$ cat src/rtl/keccak_pkg.sv
// Shared Keccak-f[1600] definitions used by the slice-serial theta, rho and pi stages.
//   NSLICE   : slices per state (lane width), power of two
//   ZW       : slice index width, log2(NSLICE)
//   NLANE    : bits per slice, lane i = x + 5*y
//   slice_t  : one slice, bit i = lane i at the current z
//   col_t    : five column parities C[x] of one slice
//   state_e  : LOAD / EMIT phase of the slice-serial stages
package keccak_pkg;

   localparam int NSLICE = 64;
   localparam int ZW     = 6;
   localparam int NLANE  = 25;
   localparam int NCOL   = 5;

   typedef logic [0:NLANE-1] slice_t;
   typedef logic [0:NCOL-1]  col_t;

   typedef enum logic {
      LOAD = 1'b0,
      EMIT = 1'b1
   } state_e;

   // Lane number of sheet position (x, y).
   function automatic int lane_idx(input int x, input int y);
      return x + 5 * y;
   endfunction

endpackage

$ cat src/rtl/keccak_theta_slice_if.sv
// Slice stream bundle of the theta stage: input slice stream, output slice
// stream with index/last marker, and the end-of-state pulse.
//   slave  : view of the theta block
//   master : view of the producer/consumer driving the block
interface keccak_theta_slice_if;
   import keccak_pkg::*;

   logic            in_valid;
   logic            in_ready;
   slice_t          in_slice;
   logic            out_valid;
   logic            out_ready;
   slice_t          out_slice;
   logic [ZW-1:0]   out_z;
   logic            out_last;
   logic            co;

   modport slave (
      input  in_valid, in_slice, out_ready,
      output in_ready, out_valid, out_slice, out_z, out_last, co
   );

   modport master (
      output in_valid, in_slice, out_ready,
      input  in_ready, out_valid, out_slice, out_z, out_last, co
   );

endinterface

$ cat src/rtl/keccak_col_parity.sv
// Combinational column parity of one slice: col_o[x] = XOR over y of slice_i[x+5y].
//   slice_i : slice_t, incoming slice
//   col_o   : col_t, five column parities
module keccak_col_parity
   import keccak_pkg::*;
(
   input  slice_t slice_i,
   output col_t   col_o
);

   // XOR the five rows of each column.
   always_comb begin
      col_t par;
      par = '0;
      for (int x = 0; x < NCOL; x++) begin
         for (int y = 0; y < 5; y++) begin
            par[x] = par[x] ^ slice_i[lane_idx(x, y)];
         end
      end
      col_o = par;
   end

endmodule

$ cat src/rtl/keccak_theta_slice.sv
// Keccak-f[1600] theta step, slice-serial. LOAD stores 64 slices and their
// column parities; EMIT streams slice ^ D out through a registered output stage.
//   clk : rising-edge clock
//   rst : synchronous active-high reset
//   io  : slave view of keccak_theta_slice_if (in/out slice streams, co pulse)
module keccak_theta_slice
   import keccak_pkg::*;
(
   input  logic                  clk,
   input  logic                  rst,
   keccak_theta_slice_if.slave   io
);

   state_e          state_q, state_d;
   logic [ZW-1:0]   z_q, z_d;
   logic            in_ready_q, in_ready_d;
   logic            out_valid_q, out_valid_d;
   slice_t          out_slice_q, out_slice_d;
   logic [ZW-1:0]   out_z_q, out_z_d;
   logic            out_last_q, out_last_d;
   logic            co_q, co_d;

   // Not reset: every entry is rewritten by the next LOAD before EMIT reads it.
   slice_t          sbuf_q [NSLICE];
   col_t            cbuf_q [NSLICE];

   col_t            col_par;
   slice_t          theta_slice;
   logic            in_fire;
   logic            out_fire;

   keccak_col_parity u_col_parity (
      .slice_i (io.in_slice),
      .col_o   (col_par)
   );

   assign in_fire  = io.in_valid && in_ready_q;
   assign out_fire = out_valid_q && io.out_ready;

   // Theta of slice z_q; z_q - 1 wraps 0 -> 63 through the ZW-bit subtraction.
   always_comb begin
      col_t c_cur;
      col_t c_prev;
      col_t d_col;
      c_cur       = cbuf_q[z_q];
      c_prev      = cbuf_q[z_q - ZW'(1)];
      d_col       = '0;
      theta_slice = '0;
      for (int x = 0; x < NCOL; x++) begin
         d_col[x] = c_cur[(x + 4) % 5] ^ c_prev[(x + 1) % 5];
      end
      for (int x = 0; x < NCOL; x++) begin
         for (int y = 0; y < 5; y++) begin
            theta_slice[lane_idx(x, y)] = sbuf_q[z_q][lane_idx(x, y)] ^ d_col[x];
         end
      end
   end

   // Phase control, slice counter and output-stage refill.
   always_comb begin
      state_d     = state_q;
      z_d         = z_q;
      out_valid_d = out_valid_q;
      out_slice_d = out_slice_q;
      out_z_d     = out_z_q;
      out_last_d  = out_last_q;
      co_d        = 1'b0;
      case (state_q)
         LOAD: begin
            if (in_fire) begin
               if (z_q == ZW'(NSLICE - 1)) begin
                  state_d = EMIT;
                  z_d     = '0;
               end else begin
                  z_d = z_q + ZW'(1);
               end
            end else begin
               z_d = z_q;
            end
         end
         EMIT: begin
            if (out_fire && out_last_q) begin
               state_d     = LOAD;
               z_d         = '0;
               out_valid_d = 1'b0;
               out_last_d  = 1'b0;
               co_d        = 1'b1;
            end else if (!out_valid_q || out_fire) begin
               // Output stage empty or draining: load slice z_q, no bubble between slices.
               out_valid_d = 1'b1;
               out_slice_d = theta_slice;
               out_z_d     = z_q;
               out_last_d  = (z_q == ZW'(NSLICE - 1));
               z_d         = z_q + ZW'(1);
            end else begin
               out_valid_d = out_valid_q;
            end
         end
         default: begin
            state_d = LOAD;
            z_d     = '0;
         end
      endcase
      // Registered ready follows the next phase, so it drops the cycle after slice 63 is taken.
      in_ready_d = (state_d == LOAD);
   end

   // Control and output registers with synchronous reset.
   always_ff @(posedge clk) begin
      if (rst) begin
         state_q     <= LOAD;
         z_q         <= '0;
         in_ready_q  <= 1'b0;
         out_valid_q <= 1'b0;
         out_slice_q <= '0;
         out_z_q     <= '0;
         out_last_q  <= 1'b0;
         co_q        <= 1'b0;
      end else begin
         state_q     <= state_d;
         z_q         <= z_d;
         in_ready_q  <= in_ready_d;
         out_valid_q <= out_valid_d;
         out_slice_q <= out_slice_d;
         out_z_q     <= out_z_d;
         out_last_q  <= out_last_d;
         co_q        <= co_d;
      end
   end

   // Slice and column-parity buffers, written on each accepted input slice.
   always_ff @(posedge clk) begin
      if (in_fire) begin
         sbuf_q[z_q] <= io.in_slice;
         cbuf_q[z_q] <= col_par;
      end
   end

   assign io.in_ready  = in_ready_q;
   assign io.out_valid = out_valid_q;
   assign io.out_slice = out_slice_q;
   assign io.out_z     = out_z_q;
   assign io.out_last  = out_last_q;
   assign io.co        = co_q;

endmodule

$ cat src/flat_wrapper.sv
// flat-port wrapper written by rule: the top's interface ports become plain ports
module keccak_theta_slice_flat import keccak_pkg::*;
  (clk, rst, io_in_valid, io_in_slice, io_out_ready, io_in_ready, io_out_valid, io_out_slice, io_out_z, io_out_last, io_co);
  keccak_theta_slice_if io_i ();
  input  logic clk;
  input  logic rst;
  input wire logic [$bits(io_i.in_valid)-1:0] io_in_valid;
  input wire logic [$bits(io_i.in_slice)-1:0] io_in_slice;
  input wire logic [$bits(io_i.out_ready)-1:0] io_out_ready;
  output wire logic [$bits(io_i.in_ready)-1:0] io_in_ready;
  output wire logic [$bits(io_i.out_valid)-1:0] io_out_valid;
  output wire logic [$bits(io_i.out_slice)-1:0] io_out_slice;
  output wire logic [$bits(io_i.out_z)-1:0] io_out_z;
  output wire logic [$bits(io_i.out_last)-1:0] io_out_last;
  output wire logic [$bits(io_i.co)-1:0] io_co;
  assign io_i.in_valid = io_in_valid;
  assign io_i.in_slice = io_in_slice;
  assign io_i.out_ready = io_out_ready;
  assign io_in_ready = io_i.in_ready;
  assign io_out_valid = io_i.out_valid;
  assign io_out_slice = io_i.out_slice;
  assign io_out_z = io_i.out_z;
  assign io_out_last = io_i.out_last;
  assign io_co = io_i.co;
  keccak_theta_slice u_core (.clk(clk), .rst(rst), .io(io_i));
endmodule
$ cat config.mk
export PLATFORM = sky130hd
export DESIGN_NAME = keccak_theta_slice_flat
export DESIGN_NICKNAME = d
export VERILOG_FILES = /design/src/rtl/keccak_pkg.sv /design/src/rtl/keccak_theta_slice_if.sv /design/src/rtl/keccak_col_parity.sv /design/src/rtl/keccak_theta_slice.sv /design/src/flat_wrapper.sv
export SDC_FILE = /design/constraint.sdc
export NUM_CORES = 2
export LEC_CHECK = 0
export CORE_AREA = 4 4 576 350
export CTS_BUF_LIST = sky130_fd_sc_hd__clkbuf_4 sky130_fd_sc_hd__clkbuf_8
export DETAILED_ROUTE_END_ITERATION = 7
export DIE_AREA = 0 0 580 354
export DONT_BUFFER_PORTS = 1
export SLEW_MARGIN = 0
export SYNTH_ARGS = -nofsm -noshare
export SYNTH_HDL_FRONTEND = slang
export SYNTH_SLANG_ARGS = --single-unit
$ cat constraint.sdc
create_clock -name clk -period 9.5 [get_ports clk]
set_input_delay 0.475 -clock clk [delete_from_list [all_inputs] [get_ports clk]]
set_output_delay 0.475 -clock clk [all_outputs]
set_load 0.02 [all_outputs]
==> results.toml <==
[route]
drt_first_pass_iters = 7
vias_per_cell = 6.10
num_vias = 38996
route.met3.wl_um = 30900
ant_nets = 0
wl_met2_um = 98100
dr.first_iter.drc_count = 6181
wl_um = 230000
drc = 0
post_drt_wl_per_cell_um = 36.0
highest_layer = "met5"
drt-met1-wl_um = 96500

[sta]
finClkSkew_ns = 0.0851
hold_violations = 0
max_clock_freq_ghz = 0.209
drv_slew = 0
setup_ws_ns = 4.72
period_share_pct = 50.3
rsz0062_at_grt = "false"
worst_slew_pin_slew_ns = 1.35
fin_crit_ns = 4.78
timing.setup.tns_ns = 0
slew_headroom_pct = 9.65
finalSetupViolations = 0

[finish]
fin_area_mm2 = 0.0882
final_common_cell = "edfxtp_1"
layout_common_cells = "edfxtp_1, mux4_2, clkbuf_8"
stdcell_count = 6394
area_delta_synth_final_pct = 13.0
layout-drive-gt1-share_pct = 36.1
num-nets-final = 3584

[setup_path]
cp.arrival_ns = 5.57
end_kind = "flop"
startpoint_type = "flop"
crit_fanout = 50
critPathKind = "flop to flop"
critPathRequiredTime_ns = 10.29

[power_and_ir_drop]
pwr-share-comb_pct = 6.5
p_leak_uw = 0.0263
netSwitchingPower_uw = 3910
p_clk_share_pct = 38.2
sw_frac_of_total_pct = 22.4
irDropWorstVdd_mv = 0.124
internal_power_uw = 13500
p_per_area_mw_per_mm2 = 198
pwr-share-seq_pct = 55.3

[placed_design]
dpl.cell_count = 5833
dp_hpwl_um = 124000
dpl_cell_area_mm2 = 0.0818
port_buffers = 0
dp_slack_ns = 4.70
gp_congestion = 0.798

[hold_path]
hp-class = "input pin to flop"

[clock_network]
insertion_delay_ns = 0.94
cts_setup_buffers = 0
numCtsBuffers = 288
clock_path_buffers = 4
cts_resized = 0
root_buffer = "clkbuf_8"
clk_pin_slew_ns = 0.08
cts_tree = "built"
h-tree-depth = 5
clock-sinks = 1968

[grt]
antenna_found_initial = 18
grt.total_usage_pct = 22.1
grt-ovfl-total = 0
grt_max_degree = 127
grt_first_pass_wirelength_um = 315000
grt_pass1_vias = 38097

[logic_synthesis]
postSynthAreaPerCell_um2 = 23.7
synth_cell_types = 49
syn_nets = 3323
postSynthCellCount = 3292
yosys_warnings = 0
async_flop_share_pct = 0
synth_edf_count = 1920
synth-seq-cells = 1968
synth_area_mm2 = 0.0781
synth_ff_type = "edfxtp_1"
yosysSeqAreaShare_pct = 75.1

[die]
die_area_mm2 = 0.205
die_x_um = 580
rows = 126
start_util_pct = 39.8
core_area_mm2 = 0.196
fp.dieH_um = 354
ios = 64

[status]
outcome = "finished clean"

[flow_run]
cap_violations = 0
-- registers in the layout, summed over array words and instances (netlist names), named ones only --
signal               flops
u_core.io.out_slice     25
u_core.io.out_valid      1
u_core.io.out_z          6
u_core.io.out_last       1
u_core.state_q           1
u_core.io.co             1
u_core.cbuf_q          320
u_core.io.in_ready       1
u_core.sbuf_q         1600
u_core.z_q               6
-- timing repair --
action | in CTS | in global routing
hold endpoints to repair | 1638 | 0
endpoints found under the setup margin | 0 | 0
hold buffers | 54 | 0
-- final timing paths --
check,from,endpoint,slack (ns),cells past startpoint
hold / removal,rst,u_core.io.out_slice[3],0.14,2
setup / recovery,u_core.z_q[0],u_core.io.out_slice[18],4.72,8
hold reg to reg,u_core.io.out_z[1],u_core.io.out_z[1],0.56,2
setup reg to reg,u_core.z_q[0],u_core.io.out_slice[18],4.72,8
-- layer usage --
metal / vias up / GRT usage [%]
met1: 21151 / 33.1
li1: 14856 / -
met5: - / 0.626
met2: 2625 / 30.6
met3: 358 / 8.13
met4: 6 / 4.75
-- power groups by stage --
stage | registers, µW | logic, µW | clock network, µW
finish | 9640 | 1130 | 6670
global route | 9640 | 1200 | 7210
CTS | 9640 | 1130 | 6770
detailed placement | 9830 | 981 | 0
global placement | 9830 | 972 | 0
floorplan | 9830 | 740 | 0
-- cell usage after synthesis, types with 5 or more instances --
master    instances  area [µm²]
edfxtp_1       1920       57700
o21ai_0          16        80.1
xnor3_1          10         225
o211ai_1         14         105
nand3_1           7        35.0
buf_1            34         128
xor2_1            5        43.8
mux2i_1          38         380
dfxtp_1          48         961
buf_2            57         285
xnor2_1          23         201
a32oi_1           6        52.6
buf_6            22         248
mux4_2          682       15400
nand2_1          56         210
nor2b_1           6        37.5
a22o_1           25         219
a22oi_1          28         210
nand3b_1         18         135
a21oi_1          28         140
a221oi_2         11         165
buf_4            16         120
nor2_1          102         383
inv_1             5        18.8
clkbuf_1         59         221
-- logic make-up (layout without fill, tap and decap cells) --
kind of cell	Yosys count	in the layout	share of synthesized area, %
flip-flops	1968	1968	75.1
XOR/XNOR	39	39	0.624
adder cells (fa/ha/maj)	2	2	0.0321
buffers and inverters	195	661	1.33
multiplexers	720	720	20.2
other	0	12	0
AO/OA/AOI/OAI	147	147	1.47
AND/OR/NAND/NOR	221	221	1.29
-- cell type report --
cell class              count  area [µm²]
diodes                     12        30.0
clock buffers             405        4950
clock inverters            90         474
fillers                 16148      108000
inverters                   5        18.8
multi-input cells        1129       19000
flip-flops and latches   1968       58600
well taps                2624        3280
repair buffers            161        1830
-- metrics by stage --
step	util, %	hold WS (ns)	total power (µW)
floorplan	-	0.534	10600
global placement	41.7	0.547	10800
detailed placement	41.7	0.550	10800
CTS	45.0	0.0773	17500
global route	45.0	0.106	18000
finish	45.0	0.136	17400
-- worst max-delay path: stages, from the launching register on --
cell and delay [ns]:
dfxtp_4 0.34, buf_4 0.75, buf_4 0.83, mux4_2 0.59, mux4_2 0.48, a22oi_1 0.53
nand2_1 0.40, xnor3_1 0.47, a22o_1 0.20
Power figures use the tool's default switching activity.
